<file path="src/rtl/uart_cmd_ctrl.sv">
// UART command-frame decoder: header/cmd/arg framing, inter-byte timeout, link watchdog, error count.
// Define UART_CMD_CHECKSUM_EN for the 4-byte frame (HDR, cmd, arg, cmd^arg); default is 3-byte (HDR, cmd, arg).
module uart_cmd_ctrl #(
    parameter logic [7:0]  HDR     = 8'hAA,
    parameter int unsigned BYTE_TO = 20000,
    parameter int unsigned LINK_TO = 5000000
) (
    input  logic       clk,
    input  logic       rst_n,
    input  logic [7:0] rx_data,
    input  logic       rx_valid,
    input  logic       rx_dataerr,
    input  logic       rx_frameerr,
    output logic       cmd_valid,
    output logic [7:0] cmd_code,
    output logic [7:0] cmd_arg,
    output logic       link_ok,
    output logic       stop,
    output logic [7:0] err_cnt
);
    localparam int unsigned   BW       = $clog2(BYTE_TO + 1);
    localparam int unsigned   LW       = $clog2(LINK_TO + 1);
    localparam logic [BW-1:0] BYTE_MAX = BW'(BYTE_TO);
    localparam logic [LW-1:0] LINK_MAX = LW'(LINK_TO);

    typedef enum logic [1:0] {IDLE, CMD, ARG, CHK} state_t;

    state_t        state_q;
    logic          rx_valid_q, rx_valid_qq;
    logic [7:0]    pend_cmd_q;
`ifdef UART_CMD_CHECKSUM_EN
    logic [7:0]    pend_arg_q;
`endif
    logic          cmd_valid_q;
    logic [7:0]    cmd_code_q, cmd_arg_q;
    logic [BW-1:0] byte_cnt_q, byte_cnt_d;
    logic [LW-1:0] link_cnt_q, link_cnt_d;
    logic          got_frame_q;
    logic [7:0]    err_cnt_q, err_cnt_d;

    logic commit, rx_bad, in_frame, timeout, good_frame, chk_fail, frame_err;

    // A byte is committed in the first cycle the registered rx_valid is low after being high.
    assign commit   = rx_valid_qq & ~rx_valid_q;
    assign rx_bad   = rx_dataerr | rx_frameerr;
    assign in_frame = (state_q != IDLE);
    assign timeout  = in_frame && (byte_cnt_q == BYTE_MAX) && !commit;

`ifdef UART_CMD_CHECKSUM_EN
    assign good_frame = commit && !rx_bad && (state_q == CHK) &&
                        (rx_data == (pend_cmd_q ^ pend_arg_q));
    assign chk_fail   = commit && (state_q == CHK) && !good_frame;
`else
    assign good_frame = commit && !rx_bad && (state_q == ARG);
    assign chk_fail   = 1'b0;
`endif
    assign frame_err = timeout || (commit && in_frame && rx_bad) || chk_fail;

    always_comb begin
        // NOTE: every always_comb output gets a default first so no path can infer a latch.
        byte_cnt_d = byte_cnt_q;
        link_cnt_d = link_cnt_q;
        err_cnt_d  = err_cnt_q;
        if (commit || !in_frame || timeout) byte_cnt_d = '0;
        else if (byte_cnt_q != BYTE_MAX)    byte_cnt_d = byte_cnt_q + 1'b1;
        if (cmd_valid_q)                    link_cnt_d = '0;
        else if (link_cnt_q != LINK_MAX)    link_cnt_d = link_cnt_q + 1'b1;
        if (frame_err && err_cnt_q != 8'hFF) err_cnt_d = err_cnt_q + 1'b1;
    end

    always_ff @(posedge clk or negedge rst_n) begin
        if (!rst_n) begin
            state_q     <= IDLE;
            rx_valid_q  <= 1'b0;
            rx_valid_qq <= 1'b0;
            pend_cmd_q  <= '0;
`ifdef UART_CMD_CHECKSUM_EN
            pend_arg_q  <= '0;
`endif
            cmd_valid_q <= 1'b0;
            cmd_code_q  <= '0;
            cmd_arg_q   <= '0;
            byte_cnt_q  <= '0;
            link_cnt_q  <= '0;
            got_frame_q <= 1'b0;
            err_cnt_q   <= '0;
        end else begin
            rx_valid_q  <= rx_valid;
            rx_valid_qq <= rx_valid_q;
            byte_cnt_q  <= byte_cnt_d;
            link_cnt_q  <= link_cnt_d;
            err_cnt_q   <= err_cnt_d;
            got_frame_q <= got_frame_q | cmd_valid_q;
            cmd_valid_q <= good_frame;
            if (good_frame) begin
                cmd_code_q <= pend_cmd_q;
`ifdef UART_CMD_CHECKSUM_EN
                cmd_arg_q  <= pend_arg_q;
`else
                cmd_arg_q  <= rx_data;
`endif
            end
            if (timeout) begin
                state_q <= IDLE;
            end else if (commit) begin
                unique case (state_q)
                    IDLE: if (!rx_bad && rx_data == HDR) state_q <= CMD;
                    CMD: begin
                        pend_cmd_q <= rx_data;
                        state_q    <= rx_bad ? IDLE : ARG;
                    end
                    ARG: begin
`ifdef UART_CMD_CHECKSUM_EN
                        pend_arg_q <= rx_data;
                        state_q    <= rx_bad ? IDLE : CHK;
`else
                        state_q    <= IDLE;
`endif
                    end
                    CHK:     state_q <= IDLE;
                    default: state_q <= IDLE;
                endcase
            end
        end
    end

    assign cmd_valid = cmd_valid_q;
    assign cmd_code  = cmd_code_q;
    assign cmd_arg   = cmd_arg_q;
    assign err_cnt   = err_cnt_q;
    assign link_ok   = got_frame_q && (link_cnt_q < LINK_MAX);
    assign stop      = ~link_ok;

endmodule

</file>
<file path="config.mk">
export PLATFORM = sky130hd
export DESIGN_NAME = uart_cmd_ctrl
export DESIGN_NICKNAME = d
export VERILOG_FILES = /design/src/rtl/uart_cmd_ctrl.sv
export SDC_FILE = /design/constraint.sdc
export NUM_CORES = 1
export LEC_CHECK = 0
export BUFFER_PORTS_ARGS = -buffer_cell sky130_fd_sc_hd__buf_2
export CORE_MARGIN = 2
export CORE_UTILIZATION = 58
export CTS_BUF_LIST = sky130_fd_sc_hd__clkbuf_4 sky130_fd_sc_hd__clkbuf_8 sky130_fd_sc_hd__clkbuf_16
export DETAILED_ROUTE_END_ITERATION = 10
export GPL_TIMING_DRIVEN = 0
export PLACE_DENSITY = 0.9
export RECOVER_POWER = 100
export SETUP_SLACK_MARGIN = 0.5
export SLEW_MARGIN = 0
export SYNTH_ARGS = -nofsm -noshare
export SYNTH_HDL_FRONTEND = slang
export SYNTH_SLANG_ARGS = --single-unit
</file>
<file path="constraint.sdc">
create_clock -name clk -period 1.9 [get_ports clk]
set_input_delay 0.19 -clock clk [delete_from_list [all_inputs] [get_ports clk]]
set_output_delay 0.19 -clock clk [all_outputs]
set_load 0.005 [all_outputs]
</file>
### Word-level counts from Yosys, hierarchy flattened

Cells that the tools add are included.

* $add $sub $neg: 3
* magnitude comparators: 1
* eq/ne operators: 9
* multiplexer cells: 9
* bitwise gates (word level): 6
* reductions and logical operators: 23

Operator list (count)
* $mux 23: 2
* $mux 15: 2
* $add 23x1->23 const B: 1
* $lt 23x23->1 const B: 1
* $ne 23x23->1 const B: 1
* $add 15x1->15 const B: 1
* $eq 15x15->1 const B: 1
* $ne 15x15->1 const B: 1
* $logic_and 1x1->1: 9
* $add 8x1->8 const B: 1
* $eq 8x8->1 const B: 1
* $mux 2: 4
* $ne 8x8->1 const B: 1
* $reduce_bool 2->1: 4
* $pmux 2 s3: 1
* $eq 2x2->1 const B: 2
* $logic_not 1->1: 3
* $logic_or 1x1->1: 3
* $ne 3x3->1 const B: 1
* $not 1->1: 3
* $reduce_and 3->1: 1
* $eq 2x1->1 const B: 1
* $logic_not 2->1: 1
* $or 1x1->1: 2
* 3 further kinds: 3

* flip-flop bits (word level): 76
* logic and storage cells: 62

### Depth between registers and ports, before layout

* depth in word-level cells: 7
* depth in mapped cells: 9
* mapped depth without buffers: 7

### Worst setup path before layout

No wires, ideal clock.

* kind: reg-to-reg
* from: register byte_cnt_q[0]
* to: register err_cnt_q[4], in the netlist err_cnt[4]
* arrival: 1558 ps
* required time: 1773 ps
* setup slack: 214 ps
* cell stages (with the launch flop): 8
* path buffers: 0
* clock period less this slack: 1686 ps
* path through: dfrtp_1 inv_1 ha_1 nor4b_2 nand4_2 o21ai_4 nand4_1 mux2_1

* cells in the longest elaborated chain, start to end: 5

RTL lines
* start: declaration: RTL line 36 `logic [BW-1:0] byte_cnt_q, byte_cnt_d;`
* start signal: assignment: RTL line 90 `byte_cnt_q <= byte_cnt_d;`
* $eq 15x15->1: RTL line 47 `assign timeout = in_frame && (byte_cnt_q == BYTE_MAX) && !commit;`
* $logic_and 1x1->1 (2 in series): RTL line 47
* $logic_or 1x1->1: RTL line 57 `assign frame_err = timeout || (commit && in_frame && rx_bad) || chk_fail;`
* $logic_and 1x1->1: RTL line 68 `if (frame_err && err_cnt_q != 8'hFF) err_cnt_d = err_cnt_q + 1'b1;`
* end signal: assignment: RTL line 92 `err_cnt_q <= err_cnt_d;`
* end: declaration: RTL line 39 `logic [7:0] err_cnt_q, err_cnt_d;`

Every way passes these cells.
A chain may end at the register's enable or synchronous reset.

### Worst setup path in the final report

* from: register err_cnt_q[0], in the netlist err_cnt[0]
* to: register err_cnt_q[1], in the netlist err_cnt[1]

* cells in the longest elaborated chain, start to end: 2
* elaborated cells on any way between the ends: 3
* classes of those cells: add/sub (1); eq/ne (1); reduce/logical (1)

RTL lines
* branches (longest 2 deep; another with $add 8x1->8)

Several ways; the timed one is not identified.

==> run summary <==
LAYOUT
----------------------------------------------------------------------------------------
Fraction of layout instances using a drive strength above 1                        0.349
Commonest cells after routing, fill and taps aside                          dfrtp_1 (68), nor2_1 (44), xor2_1 (27)
Final standard cell count with taps included and fillers excluded                    490
Final standard cell utilization of the core                                        0.792
Diode insertion count for antenna repair                                               0
Leading cell type in the layout, fill and taps excluded                          dfrtp_1
Final #Nets                                                                          428
Area growth from synthesis to layout                                               32.2%
Post-route cell area                                                         0.00469 mm2

LOGIC SYNTHESIS
----------------------------------------------------------------------------------------
Yosys synthesis warning count                                                          0
Most frequently used flop master after synthesis                                 dfrtp_1
Number of enable-type register cells in the synthesized netlist                        0
Portion of the post-synthesis area used by sequential elements                     0.537
Fraction of registers with async set or reset after synthesis                       1.00
Avg Synthesized Cell Area                                                       11.0 um2
Fraction of synthesized cell area taken by the top area cell type                  0.537
Post-synth net total                                                                 339
Synthesized instance count                                                           321
Post-synth top area cell                                                         dfrtp_1
Post-synth design cell area                                                  0.00354 mm2
Count of cell types in the netlist                                                    40
FF+latch count, synth                                                                 76
Synth area leaders                                                          dfrtp_1 (54%), xor2_1 (6.7%), mux2_2 (5.7%), nor2_1 (5.7%), xnor2_1 (3.2%)

TIMING
----------------------------------------------------------------------------------------
Total negative slack                                                                0 ns
Post-route setup slack                                                         0.0810 ns
Count of final setup violators                                                         0
Unrepaired setup endpoints after global routing                                      yes
Worst slack on hold paths                                                      0.0767 ns
Worst Max-Slew Pin Slew                                                         0.916 ns
Tightest slew margin relative to the limit                                         0.390
Count of final hold-check violations                                                   0
Highest clock frequency the design can meet                                      550 MHz
Final worst path period need                                                     1.82 ns
Slew Limit Fails                                                                       0
Period utilisation layout                                                          0.957
Setup skew after layout                                                        0.0105 ns

GLOBAL ROUTE
----------------------------------------------------------------------------------------
Combined global-route utilization of all metal layers                              0.259
Number of antenna violations at the first check in global routing                      0
Total overflow reported by the global router                                           0
Busiest layer in global routing                                                     met2
First-pass GRT wire length                                                      13100 um
Met2 track utilization from global routing                                         0.470
Global-route track usage on met1                                                   0.278
Met3 global-route usage                                                           0.0783
Maximum number of pins on one net before global-route repair                          64
Number of global-route vias before repair                                           2841

SETUP PATH
----------------------------------------------------------------------------------------
Worst r2r src                                                               err_cnt[0]$_DFFE_PN0P_
Kind of launch point of the worst setup path                                        flop
Worst Path Max Fanout                                                                  4
Type of destination of the critical path                                            flop
Category of the critical setup timing path                                  flop to flop
Critical path arrival                                                            2.06 ns
Cells on worst reg2reg path                                                            6
Worst-case register-to-register setup slack                                      0.08 ns
Data required time at the worst endpoint                                         2.14 ns
Reg-to-Reg End                                                              err_cnt[1]$_DFFE_PN0P_

ROUTE
----------------------------------------------------------------------------------------
Via/cell ratio                                                                      5.81
1st-iter DRT viols                                                                   126
Average routed wire per standard cell                                            18.8 um
Remaining DRCs                                                                         0
Routed Antenna Nets                                                                    0
Total routed wirelength                                                          9240 um
Overall via count from detail_route                                                 2845
1st-pass router iterations                                                             4

POWER
----------------------------------------------------------------------------------------
Power, Total                                                                     4.48 mW
VDD IR-drop max                                                                 0.811 mV
Leakage                                                                          2.20 nW
Power density normalized to cell area                                         957 mW/mm2

CTS
----------------------------------------------------------------------------------------
Number of clock buffers inserted by TritonCTS                                          9
CTS tree                                                                           built
H-tree depth                                                                           3
Clk sink count                                                                        76
Clk pin slew, worst setup/hold paths                                             0.08 ns
Source-to-sink clock delay at the later pin of the worst-skew pair               0.36 ns
Clock tree buffer depth                                                                2
Root buffer cell                                                                clkbuf_8

FLOORPLAN
----------------------------------------------------------------------------------------
Full die area                                                                0.00675 mm2
Die outline width                                                                82.2 um
# rows                                                                                28
Standard cell core area                                                      0.00592 mm2
Top-Level Pins                                                                        40
Initial Utilization                                                                0.599
Die Height                                                                       82.2 um

PLACED DESIGN
----------------------------------------------------------------------------------------
Routability cong.                                                                  0.804
Total half-perimeter wirelength after legalization and detailed placement        4830 um
Post-DP Area                                                                 0.00396 mm2
Cell count after placement                                                           436
Input/output buffers                                                                  39
Worst-case setup slack after placement                                         0.0327 ns

WORST HOLD PATH
----------------------------------------------------------------------------------------
Worst min-delay path category                                               input port to flop
Hold path start                                                               rx_data[1]
Cell depth of the worst hold path                                                      2
End of the worst hold path                                                  pend_cmd_q[1]$_DFFE_PN0P_

JOB
----------------------------------------------------------------------------------------
Max-cap violation count                                                                0

RUN STATUS
----------------------------------------------------------------------------------------
Status                                                                         completed

## power by group
part           switching [mW]  leakage (nW)  internal (mW)
Combinational           0.482          1.09          0.542
Sequential              0.260         0.998           1.86
Clock                   0.596         0.112          0.748
## worst max path at each step
stage | to | from | depth (start not counted) | slack, ns
after floorplan | err_cnt[4]$_DFFE_PN0P_ | byte_cnt_q[0]$_DFFE_PN0P_ | 7 | 0.21
after global placement | link_cnt_q[2]$_DFFE_PN0P_ | rst_n | 1 | 0.05
after detailed placement | err_cnt[4]$_DFFE_PN0P_ | byte_cnt_q[0]$_DFFE_PN0P_ | 7 | 0.03
after CTS | stop | link_cnt_q[15]$_DFFE_PN0P_ | 6 | 0.15
after global routing | err_cnt[1]$_DFFE_PN0P_ | err_cnt[0]$_DFFE_PN0P_ | 6 | 0.02
final | err_cnt[1]$_DFFE_PN0P_ | err_cnt[0]$_DFFE_PN0P_ | 6 | 0.08
## sequential cells by signal (all words and copies together), names as in the netlist
name	cells
rx_valid_qq	1
got_frame_q	1
pend_cmd_q	8
byte_cnt_q	15
rx_valid_q	1
cmd_arg	8
err_cnt	8
state_q	2
link_cnt_q	23
cmd_valid	1
cmd_code	8
## synthesized netlist by cell type (2+ instances only)
cell type and count:
a21oi_1 3, and2_1 2, and3_1 5, buf_2 2, clkbuf_1 3, dfrtp_1 76
ha_1 5, inv_1 10, mux2_1 7, mux2_2 18, nand2_1 22, nand3_1 20
nand4_1 12, nand4_2 3, nor2_1 54, nor2b_1 2, nor3_1 4, nor4_1 2
nor4_4 2, nor4b_2 2, nor4bb_1 3, o21ai_0 5, or2_1 3, or2_2 2
xnor2_1 13, xor2_1 27
## cell type report
class                           count  area, um2
Multi-Input combinational cell    229       1840
Clock buffer                       13        179
Timing Repair Buffer               78        522
Fill cell                         359       1230
Inverter                           10       37.5
Tap cell                           75       93.8
Clock inverter                      3       42.5
Sequential cell                    76       1910
Buffer                              6       57.6
## cell families (layout without fill, tap and decap cells)
group	Yosys count	count (layout)	share of synthesized area
simple gates	144	144	0.219
fa+ha+maj	5	5	0.0176
xor+xnor	40	40	0.0988
mux	26	26	0.0822
flops	76	76	0.537
compound gates	14	14	0.0272
buf+inv	16	110	0.0187
## critical path: stages (launching register included)
cell and delay [ns]:
dfrtp_1 0.45, ha_2 0.26, inv_1 0.08, or2_1 0.27
o22a_1 0.31, and3_1 0.19, a21o_1 0.15
## metal layers
layer  vias up  wire, um  part of all wire
met5         -         0                 0
met4         0       356             0.039
met3        39       360             0.039
met2        95      5110              0.55
met1      1440      3410              0.37
li1       1271         -                 -
## what timing repair did
action | 4_1_cts | 5_1_grt
gates cloned | 1 | 0
hold buffers | 2 | 0
endpoints found under the setup margin | 67 | 70
endpoints found under the hold margin | 14 | 0
setup buffers | 24 | 11
pin swaps | 24 | 32
gates resized for setup | 27 | 68
Note: power is estimated with default switching activity, not from simulation.
